<file path="config.mk">
export PLATFORM = sky130hd
export DESIGN_NAME = store_rmw_unit
export DESIGN_NICKNAME = d
export VERILOG_FILES = /design/src/rtl/store_pkg.sv /design/src/rtl/byte_lane_merge.sv /design/src/rtl/store_rmw_unit.sv
export SDC_FILE = /design/constraint.sdc
export NUM_CORES = 1
export LEC_CHECK = 0
export ABC_AREA = 0
export ABC_CLOCK_PERIOD_IN_PS = 5500
export CAP_MARGIN = 20
export CORE_ASPECT_RATIO = 2
export CORE_MARGIN = 2
export CORE_UTILIZATION = 49
export CTS_BUF_LIST = sky130_fd_sc_hd__clkbuf_4 sky130_fd_sc_hd__clkbuf_8
export DETAILED_ROUTE_END_ITERATION = 7
export GPL_TIMING_DRIVEN = 1
export PLACE_DENSITY = 0.95
export SLEW_MARGIN = 40
export SYNTH_ARGS = -nofsm -noshare
export SYNTH_HDL_FRONTEND = slang
export SYNTH_SLANG_ARGS = --single-unit
</file>
<file path="constraint.sdc">
create_clock -name clock -period 5.5 [get_ports clock]
set_input_delay 0.55 -clock clock [delete_from_list [all_inputs] [get_ports clock]]
set_output_delay 0.55 -clock clock [all_outputs]
set_load 0.005 [all_outputs]
</file>
<file path="src/rtl/store_pkg.sv">
// Shared encodings for the store read-modify-write unit: store sizes and FSM states.
package store_pkg;

  typedef enum logic [1:0] {
    SIZE_BYTE = 2'b00,
    SIZE_HALF = 2'b01,
    SIZE_WORD = 2'b10,
    SIZE_RSVD = 2'b11
  } size_t;

  typedef enum logic [1:0] {
    IDLE  = 2'b00,
    READ  = 2'b01,
    WAIT  = 2'b10,
    WRITE = 2'b11
  } state_t;

endpackage

</file>
<file path="src/rtl/byte_lane_merge.sv">
// Combinational little-endian lane merge: the selected byte/halfword lane takes the
// low bits of data, every other lane keeps the old word.
module byte_lane_merge
  import store_pkg::*;
#(
  parameter int NB_DATA = 32
) (
  input  logic [NB_DATA-1:0] old_word,
  input  logic [NB_DATA-1:0] data,
  input  size_t              size,
  input  logic [1:0]         lane,
  output logic [NB_DATA-1:0] merged
);

  logic [NB_DATA-1:0] mask;
  logic [NB_DATA-1:0] ins;
  logic [4:0]         shamt;

  always_comb begin
    mask  = '1;
    ins   = data;
    shamt = '0;
    case (size)
      SIZE_BYTE: begin
        shamt = {lane, 3'b000};
        mask  = {{(NB_DATA-8){1'b0}}, 8'hFF} << shamt;
        ins   = {{(NB_DATA-8){1'b0}}, data[7:0]} << shamt;
      end
      SIZE_HALF: begin
        // Halfword lane is lane[1]; lane[0] is deliberately ignored.
        shamt = {lane[1], 4'b0000};
        mask  = {{(NB_DATA-16){1'b0}}, 16'hFFFF} << shamt;
        ins   = {{(NB_DATA-16){1'b0}}, data[15:0]} << shamt;
      end
      default: begin
        mask = '1;
        ins  = data;
      end
    endcase
    merged = (old_word & ~mask) | (ins & mask);
  end

endmodule

</file>
<file path="src/rtl/store_rmw_unit.sv">
// Sub-word store engine: SB/SH read the target word, merge, then write; SW writes directly.
// Optional build macro STORE_MISALIGN_CHECK_EN rejects misaligned SH/SW requests.
module store_rmw_unit
  import store_pkg::*;
#(
  parameter int NB_DATA = 32,
  parameter int NB_ADDR = 32
) (
  input  logic               clock,
  input  logic               reset,
  input  logic               i_start,
  input  logic [NB_ADDR-1:0] i_addr,
  input  logic [NB_DATA-1:0] i_data,
  input  logic [1:0]         i_size,
  output logic               o_busy,
  output logic               o_done,
  output logic               o_misaligned,
  output logic [NB_ADDR-3:0] o_mem_addr,
  output logic               o_mem_rd_en,
  input  logic [NB_DATA-1:0] i_mem_rd_data,
  input  logic               i_mem_rd_valid,
  output logic               o_mem_wr_en,
  output logic [NB_DATA-1:0] o_mem_wr_data,
  output logic [1:0]         o_state
);

  // Memory handshake: o_mem_rd_en is a single-cycle request; the response is the one
  // cycle where i_mem_rd_valid is high while in WAIT (no backpressure, any other valid
  // is dropped). o_mem_wr_en is a single-cycle fire-and-forget strobe with o_done.

  state_t             state_q, state_d;
  logic [NB_ADDR-1:0] addr_q;
  logic [NB_DATA-1:0] data_q, rd_word_q, wr_data_q, merged;
  size_t              size_q, size_in;
  logic               wr_en_q, done_q, misaligned, accept;

  assign size_in = (i_size == SIZE_RSVD) ? SIZE_WORD : size_t'(i_size);

`ifdef STORE_MISALIGN_CHECK_EN
  logic mis_q;
  assign misaligned = ((size_in == SIZE_HALF) && i_addr[0]) ||
                      ((size_in == SIZE_WORD) && (i_addr[1:0] != 2'b00));
  always_ff @(posedge clock or posedge reset) begin
    if (reset) mis_q <= 1'b0;
    else       mis_q <= (state_q == IDLE) && i_start && misaligned;
  end
  assign o_misaligned = mis_q;
`else
  assign misaligned   = 1'b0;
  assign o_misaligned = 1'b0;
`endif

  assign accept = (state_q == IDLE) && i_start && !misaligned;

  always_comb begin
    state_d = state_q;
    case (state_q)
      IDLE:    if (accept) state_d = (size_in == SIZE_WORD) ? WRITE : READ;
      READ:    state_d = WAIT;
      WAIT:    if (i_mem_rd_valid) state_d = WRITE;
      WRITE:   state_d = IDLE;
      default: state_d = IDLE;
    endcase
  end

  byte_lane_merge #(.NB_DATA(NB_DATA)) u_merge (
    .old_word (rd_word_q),
    .data     (data_q),
    .size     (size_q),
    .lane     (addr_q[1:0]),
    .merged   (merged)
  );

  // Write-side outputs are registered so the strobe is glitch-free and aligned with o_done.
  always_ff @(posedge clock or posedge reset) begin
    if (reset) begin
      state_q   <= IDLE;
      addr_q    <= '0;
      data_q    <= '0;
      size_q    <= SIZE_BYTE;
      rd_word_q <= '0;
      wr_en_q   <= 1'b0;
      done_q    <= 1'b0;
      wr_data_q <= '0;
    end else begin
      state_q <= state_d;
      if (accept) begin
        addr_q <= i_addr;
        data_q <= i_data;
        size_q <= size_in;
      end
      if ((state_q == WAIT) && i_mem_rd_valid) rd_word_q <= i_mem_rd_data;
      wr_en_q   <= (state_q == WRITE);
      done_q    <= (state_q == WRITE);
      wr_data_q <= (state_q == WRITE) ? merged : '0;
    end
  end

  assign o_busy        = (state_q != IDLE);
  assign o_mem_rd_en   = (state_q == READ);
  assign o_mem_addr    = addr_q[NB_ADDR-1:2];
  assign o_mem_wr_en   = wr_en_q;
  assign o_done        = done_q;
  assign o_mem_wr_data = wr_data_q;
  assign o_state       = state_q;

endmodule

</file>
==> results.py, run 1 <==
metrics = {
    "synth": {
        "yosysWarnings": 0,
        "syn_nets": 513,
        "synth_cells": 406,
        "async_flop_share": 1.00,
        "synthTopCellsByArea": "dfrtp_1, mux2_2, buf_4, a22oi_1, mux2i_1",
        "yosysTopAreaCellShare": 0.593,
        "synth_ff_type": "dfrtp_1",
        "ys_ff_latch": 133,
        "synth_enable_flop_cells": 0,
        "ys_seq_area_frac": 0.593,
        "post-synth-top-area-cell": "dfrtp_1",
        "synthDistinctLibCells": 34,
        "syn_area_um2": 5620,
        "syn_area_per_cell_um2": 13.8,
    },
    "grt": {
        "grt_pass1_wl_um": 21700,
        "track_usage": 0.240,
        "grt_pass1_vias": 4068,
        "antenna_found_initial": 1,
        "overflow": 0,
        "grt_start_max_net_pins": 74,
    },
    "route": {
        "wl_per_cell_um": 20.1,
        "drc": 0,
        "ant_nets": 0,
        "drt-total-wl_um": 14100,
        "firstDrtPassIters": 4,
        "drt_iter0_markers": 183,
        "num_vias": 3817,
        "viasPerCell": 5.44,
    },
    "worst_setup_path": {
        "endpoint_kind": "output port",
        "cpMostUsedCell": "inv_1",
        "r2r_cells": 4,
        "cp_top_family": "buffers and inverters",
        "worst-r2r-setup-slack_ps": 3280,
        "crit_path_start_kind": "flop",
        "reg2reg_to": "o_mem_wr_data[12]$_DFF_PP0_",
        "r2r_start": "size_q[1]$_DFFE_PP0P_",
        "crit_fanout": 5,
        "cp.required_ps": 4950,
        "worstSetupPathType": "flop to output port",
        "path_cells": "inv_1 > ha_1 > inv_1 > clkdlybuf4s50_1",
        "cp.arrival_ps": 1920,
        "crit_cells": 4,
        "crit_buf_inv": 3,
        "cp_slowest_cell": "clkdlybuf4s50_1",
        "max_stage_delay_ps": 530,
    },
    "floorplan": {
        "row_count": 55,
        "ioPinCount": 171,
        "die-area_um2": 12400,
        "die_w_um": 79.7,
        "die_y_um": 155,
        "coreArea_um2": 11200,
        "start_util": 0.501,
    },
    "timing": {
        "finalCriticalPeriod_ps": 2470,
        "tightest_slew_ps": 711,
        "fin_tns_setup_ps": 0,
        "rsz0062_at_grt": "no",
        "finalSetupViolCount": 0,
        "period_share": 0.449,
        "final_max_slew_viol_count": 0,
        "finalHoldViolations": 0,
        "final.setup_skew_ps": 6.10,
        "max_slew_margin": 0.526,
        "max_freq_mhz": 404,
        "hold_ws_ps": 505,
    },
    "power": {
        "powerDensity_nw_per_um2": 572,
        "peakVddDrop_mv": 0.294,
        "cellLeakagePower_nw": 3.23,
    },
    "placed_design": {
        "portBuffers": 169,
        "gp_congestion": 0.848,
        "dpl.hpwl_um": 10100,
    },
    "clock_tree": {
        "postCtsHoldBufs": 0,
        "clk_pin_slew_worst_paths_ps": 70,
        "tritoncts": "done",
        "htreeDepth": 4,
        "clkSinkCount": 133,
        "numCtsBuffers": 17,
        "clock_latency_ps": 440,
        "cts_buffer_depth": 2,
        "root_buffer": "clkbuf_8",
        "post_cts_resized": 0,
        "post_cts_buffers": 0,
    },
    "worst_hold_path": {
        "hp-class": "flop to flop",
        "hp-start": "addr_q[23]$_DFFE_PP0P_",
        "hold_end": "addr_q[23]$_DFFE_PP0P_",
        "hold_path_depth": 1,
    },
    "layout": {
        "area_growth_pct": 35.6,
        "fin_nets": 656,
        "final_cell_mix": "clkdlybuf4s50_1, dfrtp_1, mux2_2, clkbuf_8, nand2_1",
        "layout_commonest_cell": "clkdlybuf4s50_1",
        "post-route-util": 0.679,
        "drive_above_1_share": 0.249,
    },
    "status": {
        "status": "finished, final reports clean",
    },
    "job": {
        "drv_cap": 0,
    },
}
## report_power, final
group	leakage (nW)	switching, mW	internal [mW]
combinational	1.40	0.697	1.04
clock	0.202	0.348	0.449
sequential	1.63	0.357	1.46
## cells in the mapped netlist, types with 6 or more instances
cell        n
nor2b_1     8
mux2_2     97
mux2i_1    10
a21boi_0    8
o221ai_1    6
inv_1       6
buf_4      32
o21ai_0     6
a22oi_1    16
nand2_1    20
o22ai_1     6
a21oi_1     9
a21boi_1    8
clkbuf_1    6
dfrtp_1   133
## registers in the layout (all words and copies together) (netlist names)
| register | flops |
|---|---|
| rd_word_q | 32 |
| data_q | 32 |
| o_state | 2 |
| o_done | 1 |
| size_q | 2 |
| addr_q | 32 |
| o_mem_wr_data | 32 |
## per-stage QoR
stage          instance area [um2]  instances  worst slack [ps]  total power [mW]
2_1_floorplan                 5620        406              1400              2.84
3_3_place_gp                  7200        671              3230              3.45
3_5_place_dp                  7200        671              3140              3.55
4_1_cts                       7580        700              3080              4.36
5_1_grt                       7610        702              2940              4.60
6_report                      7610        702              3030              4.35
## kinds of logic (layout without fill, tap and decap cells)
kind of cell / after synthesis / after routing / share of synthesized area
flops: 133 / 133 / 0.593
simple gates: 38 / 38 / 0.0359
mux: 107 / 107 / 0.212
other cells: 1 / 2 / 0.000668
fa+ha+maj: 5 / 5 / 0.0111
buf+inv: 56 / 209 / 0.0613
compound gates: 66 / 66 / 0.0860
## per-layer routing
layer / vias up / part of all wire / global-route usage / wire length (um)
met5: - / 0 / 0 / 0
met4: 0 / 0.046 / 0.147 / 654
met3: 47 / 0.050 / 0.0522 / 709
met2: 159 / 0.57 / 0.429 / 8000
met1: 1925 / 0.34 / 0.246 / 4730
li1: 1686 / - / - / -
## how the worst max path moves through the flow
stage / from / endpoint / slack, ps
floorplan: reset / addr_q[0]$_DFFE_PP0P_ / 1400
finish: o_state[0]$_DFFE_PP0P_ / o_busy / 3030
CTS: o_state[0]$_DFFE_PP0P_ / o_busy / 3080
global route: o_state[0]$_DFFE_PP0P_ / o_busy / 2940
detailed placement: reset / data_q[21]$_DFFE_PP0P_ / 3140
global placement: reset / data_q[21]$_DFFE_PP0P_ / 3230
## final cells by class
cell class,count,area [um2]
fill,817,3600
sequential,133,3330
multi-input combinational,217,1960
timing repair buffer,172,1730
clock buffer,24,305
tap,142,178
clock inverter,5,75.1
inverter,8,35.0
antenna,1,2.50
Power figures use the tool's default switching activity.
==> inputs of run 2 (changes only) <==
Settings changed: ABC_CLOCK_PERIOD_IN_PS 5500 to 2400.
Clock period 5.5 ns to 2.4 ns, I/O delays scaled along.
==> results.py, run 2 (synthesis results as in run 1) <==
metrics = {
    "status": {
        "status": "finished, final reports clean",
    },
    "timing": {
        "final.setup_skew_ps": 9.08,
        "hold_ws_ps": 278,
        "rsz0062_at_grt": "no",
        "finalSetupViolCount": 0,
        "fin_tns_setup_ps": 0,
        "final_max_slew_viol_count": 0,
        "period_share": 0.855,
        "finalCriticalPeriod_ps": 2050,
        "finalHoldViolations": 0,
        "tightest_slew_ps": 706,
        "max_slew_margin": 0.528,
        "max_freq_mhz": 487,
    },
    "grt": {
        "grt_start_max_net_pins": 42,
        "antenna_found_initial": 1,
        "track_usage": 0.239,
        "grt_pass1_vias": 4232,
        "grt_pass1_wl_um": 21800,
        "overflow": 0,
    },
    "layout": {
        "final_cell_mix": "clkdlybuf4s50_1, dfrtp_1, mux2_2, nand2_1, clkbuf_8",
        "layout_commonest_cell": "clkdlybuf4s50_1",
        "final_cells": 709,
        "area_growth_pct": 36.5,
        "fill_cells": 784,
        "fin_nets": 663,
        "drive_above_1_share": 0.257,
    },
    "power": {
        "clkPwrFrac": 0.176,
        "p_sw_frac": 0.324,
        "powerDensity_nw_per_um2": 1310,
        "p_int_mw": 6.77,
        "peakVddDrop_mv": 0.659,
        "fin_total_pwr_mw": 10.0,
        "power_frac_comb": 0.411,
        "seq_power_share": 0.413,
        "cellLeakagePower_nw": 3.26,
        "p_sw_mw": 3.24,
    },
    "clock_tree": {
        "clk_pin_slew_worst_paths_ps": 70,
        "clock_latency_ps": 420,
        "post_cts_resized": 0,
        "htreeDepth": 4,
        "root_buffer": "clkbuf_8",
        "clkSinkCount": 133,
        "postCtsHoldBufs": 0,
        "post_cts_buffers": 0,
        "cts_buffer_depth": 2,
        "tritoncts": "done",
        "numCtsBuffers": 17,
    },
    "route": {
        "drc": 0,
        "viasPerCell": 5.44,
        "drt_iter0_markers": 218,
        "ant_nets": 0,
        "num_vias": 3855,
        "wl_per_cell_um": 20.3,
        "drt-total-wl_um": 14400,
        "firstDrtPassIters": 4,
    },
    "worst_setup_path": {
        "r2r_cells": 5,
        "worst-r2r-setup-slack_ps": 480,
        "r2r_start": "o_state[0]$_DFFE_PP0P_",
        "crit_fanout": 5,
        "cp.arrival_ps": 1810,
        "worstSetupPathType": "flop to output port",
        "reg2reg_to": "data_q[20]$_DFFE_PP0P_",
        "crit_path_start_kind": "flop",
        "endpoint_kind": "output port",
        "cp.required_ps": 2160,
    },
    "placed_design": {
        "portBuffers": 169,
        "dp_cells": 679,
        "gp_congestion": 0.866,
        "dpl.hpwl_um": 10600,
    },
    "worst_hold_path": {
        "hp-class": "primary input to async pin",
    },
    "floorplan": {
        "die-area_um2": 12400,
        "die_w_um": 79.7,
        "ioPinCount": 171,
        "coreArea_um2": 11200,
        "row_count": 55,
        "start_util": 0.501,
        "die_y_um": 155,
    },
    "job": {
        "drv_cap": 0,
    },
}
-- run 2: metrics by stage --
stage	instance area, um2	setup WS [ps]	util
2_1_floorplan	5620	509	-
3_3_place_gp	7290	601	0.650
3_5_place_dp	7290	499	0.650
4_1_cts	7660	328	0.683
5_1_grt	7660	267	0.683
6_report	7670	348	0.683
-- run 2: area by class of cell --
type,count,area [um2],share of cell area
Multi-Input combinational cell,217,1950,0.255
Timing Repair Buffer,179,1800,0.235
Clock buffer,22,284,0.0370
Antenna cell,2,5.00,0.000653
Sequential cell,133,3330,0.434
Inverter,8,33.8,0.00441
Tap cell,142,178,0.0232
Clock inverter,6,80.1,0.0104
-- run 2: how the worst max path moves through the flow --
stage	from	end	slack (ps)	cells past startpoint
finish	o_state[0]$_DFFE_PP0P_	o_busy	350	4
detailed placement	o_state[0]$_DFFE_PP0P_	data_q[20]$_DFFE_PP0P_	500	5
global route	o_state[0]$_DFFE_PP0P_	o_busy	270	4
global placement	i_start	data_q[14]$_DFFE_PP0P_	600	4
floorplan	reset	addr_q[0]$_DFFE_PP0P_	510	1
CTS	o_state[0]$_DFFE_PP0P_	o_busy	330	4
-- run 2: critical path, cell delays in order, from the launching register on --
cell and delay, ps:
dfrtp_1 420, inv_1 110, ha_1 250, inv_1 100, clkdlybuf4s50_1 500
-- run 2: layer usage --
| metal | GRT usage | routed length, um |
|---|---|---|
| met1 | 0.227 | 4670 |
| met2 | 0.428 | 8010 |
| met3 | 0.0557 | 774 |
| met4 | 0.182 | 918 |
| met5 | 0 | 0 |
-- run 2: power groups by stage --
stage,Sequential (mW),Clock [mW],Combinational [mW]
final,4.13,1.76,4.12
after global routing,4.24,1.90,4.40
after CTS,4.11,1.80,4.14
after detailed placement,4.13,0,4.10
after global placement,4.06,0,3.92
after floorplan,3.87,0,2.63
==> inputs of run 3 (changes only) <==
Settings changed: CORE_UTILIZATION 49 to 47, CTS_BUF_LIST sky130_fd_sc_hd__clkbuf_4 sky130_fd_sc_hd__clkbuf_8 to not set, PLACE_DENSITY 0.95 to 0.92.
==> results.py, run 3 (synthesis results as in run 1) <==
metrics = {
    "route": {
        "drt-total-wl_um": 14200,
        "viasPerCell": 5.43,
        "drc": 0,
        "drt_iter0_markers": 199,
        "ant_nets": 0,
        "wl_per_cell_um": 19.9,
        "firstDrtPassIters": 5,
        "num_vias": 3869,
    },
    "timing": {
        "finalSetupViolCount": 0,
        "final_max_slew_viol_count": 0,
        "fin_tns_setup_ps": 0,
        "finalCriticalPeriod_ps": 2060,
        "max_slew_margin": 0.522,
        "rsz0062_at_grt": "no",
        "final.setup_skew_ps": 8.31,
        "period_share": 0.857,
        "tightest_slew_ps": 717,
        "max_freq_mhz": 486,
        "setup_ws_ps": 343,
        "finalHoldViolations": 0,
    },
    "placed_design": {
        "portBuffers": 169,
        "dpl.hpwl_um": 10100,
        "place_ws_ps": 643,
        "gp_congestion": 0.892,
    },
    "power": {
        "peakVddDrop_mv": 0.825,
        "cellLeakagePower_nw": 3.33,
        "powerDensity_nw_per_um2": 1380,
        "fin_total_pwr_mw": 10.8,
    },
    "clock_tree": {
        "clk_pin_slew_worst_paths_ps": 60,
        "root_buffer": "clkbuf_16",
        "post_cts_buffers": 0,
        "numCtsBuffers": 17,
        "cts_buffer_depth": 2,
        "clkSinkCount": 133,
        "clock_latency_ps": 410,
        "postCtsHoldBufs": 0,
        "htreeDepth": 4,
        "tritoncts": "done",
        "post_cts_resized": 0,
    },
    "layout": {
        "final_cell_mix": "clkdlybuf4s50_1, dfrtp_1, mux2_2, nand2_1, clkbuf_16",
        "fin_nets": 658,
        "layout_commonest_cell": "clkdlybuf4s50_1",
        "drive_above_1_share": 0.250,
        "area_growth_pct": 39.9,
    },
    "worst_setup_path": {
        "worstSetupPathType": "flop to output port",
        "cp.arrival_ps": 1820,
        "crit_path_start_kind": "flop",
        "cp.required_ps": 2160,
        "endpoint_kind": "output port",
        "crit_fanout": 5,
    },
    "grt": {
        "antenna_found_initial": 3,
        "grt_start_max_net_pins": 134,
        "track_usage": 0.230,
        "grt_pass1_vias": 4164,
        "overflow": 0,
        "grt_pass1_wl_um": 21500,
    },
    "floorplan": {
        "die_y_um": 159,
        "ioPinCount": 171,
        "die_w_um": 81.3,
        "row_count": 56,
        "die-area_um2": 12900,
        "start_util": 0.480,
        "coreArea_um2": 11700,
    },
    "status": {
        "status": "finished, final reports clean",
    },
    "job": {
        "drv_cap": 0,
    },
    "worst_hold_path": {
        "hp-class": "primary input to async pin",
    },
}
-- run 3: final timing paths --
path / startpoint / endpoint / slack [ps] / depth (start not counted)
worst min-delay path: reset / data_q[25]$_DFFE_PP0P_ / 370 / 3
worst max-delay path: o_state[0]$_DFFE_PP0P_ / o_busy / 340 / 4
worst max register to register: size_q[0]$_DFFE_PP0P_ / o_mem_wr_data[20]$_DFF_PP0_ / 600 / 4
worst min register to register: addr_q[29]$_DFFE_PP0P_ / addr_q[29]$_DFFE_PP0P_ / 500 / 1
max in group asynchronous: reset / addr_q[0]$_DFFE_PP0P_ / 1480 / 3
min in group clock: i_addr[8] / addr_q[8]$_DFFE_PP0P_ / 440 / 2
-- run 3: area by class of cell --
| class | count | area (um2) |
|---|---|---|
| Antenna cell | 3 | 7.51 |
| Clock buffer | 20 | 447 |
| Clock inverter | 12 | 154 |
| Fill cell | 817 | 3840 |
| Inverter | 8 | 33.8 |
| Multi-Input combinational cell | 217 | 1950 |
| Sequential cell | 133 | 3330 |
| Tap cell | 145 | 181 |
| Timing Repair Buffer | 174 | 1750 |
-- run 3: metrics by stage --
step / utilization / cell area, um2 / std cells / hold slack (ps)
after detailed placement: 0.619 / 7250 / 677 / 493
final: 0.671 / 7860 / 712 / 368
after CTS: 0.671 / 7850 / 709 / 422
after global placement: 0.619 / 7250 / 677 / 485
after global routing: 0.671 / 7860 / 712 / 426
after floorplan: - / 5620 / 406 / 388
-- run 3: worst max-delay path, stage by stage, from the launching register on --
cell and delay, ps:
dfrtp_1 420, inv_1 110, ha_1 260, inv_1 100, clkdlybuf4s50_1 520
-- run 3: report_power, final --
group          internal (mW)  switching, mW  total, mW
logic                   2.41           1.63       4.04
clock network           1.66          0.953       2.61
registers               3.36          0.797       4.15
total                   7.43           3.38       10.8
-- run 3: routing by layer --
| metal | part of all wire | up-vias | track usage |
|---|---|---|---|
| li1 | - | 1702 | - |
| met4 | 0.063 | 0 | 0.165 |
| met3 | 0.060 | 58 | 0.0544 |
| met1 | 0.33 | 1921 | 0.229 |
| met2 | 0.55 | 188 | 0.404 |
| met5 | 0 | - | 0 |
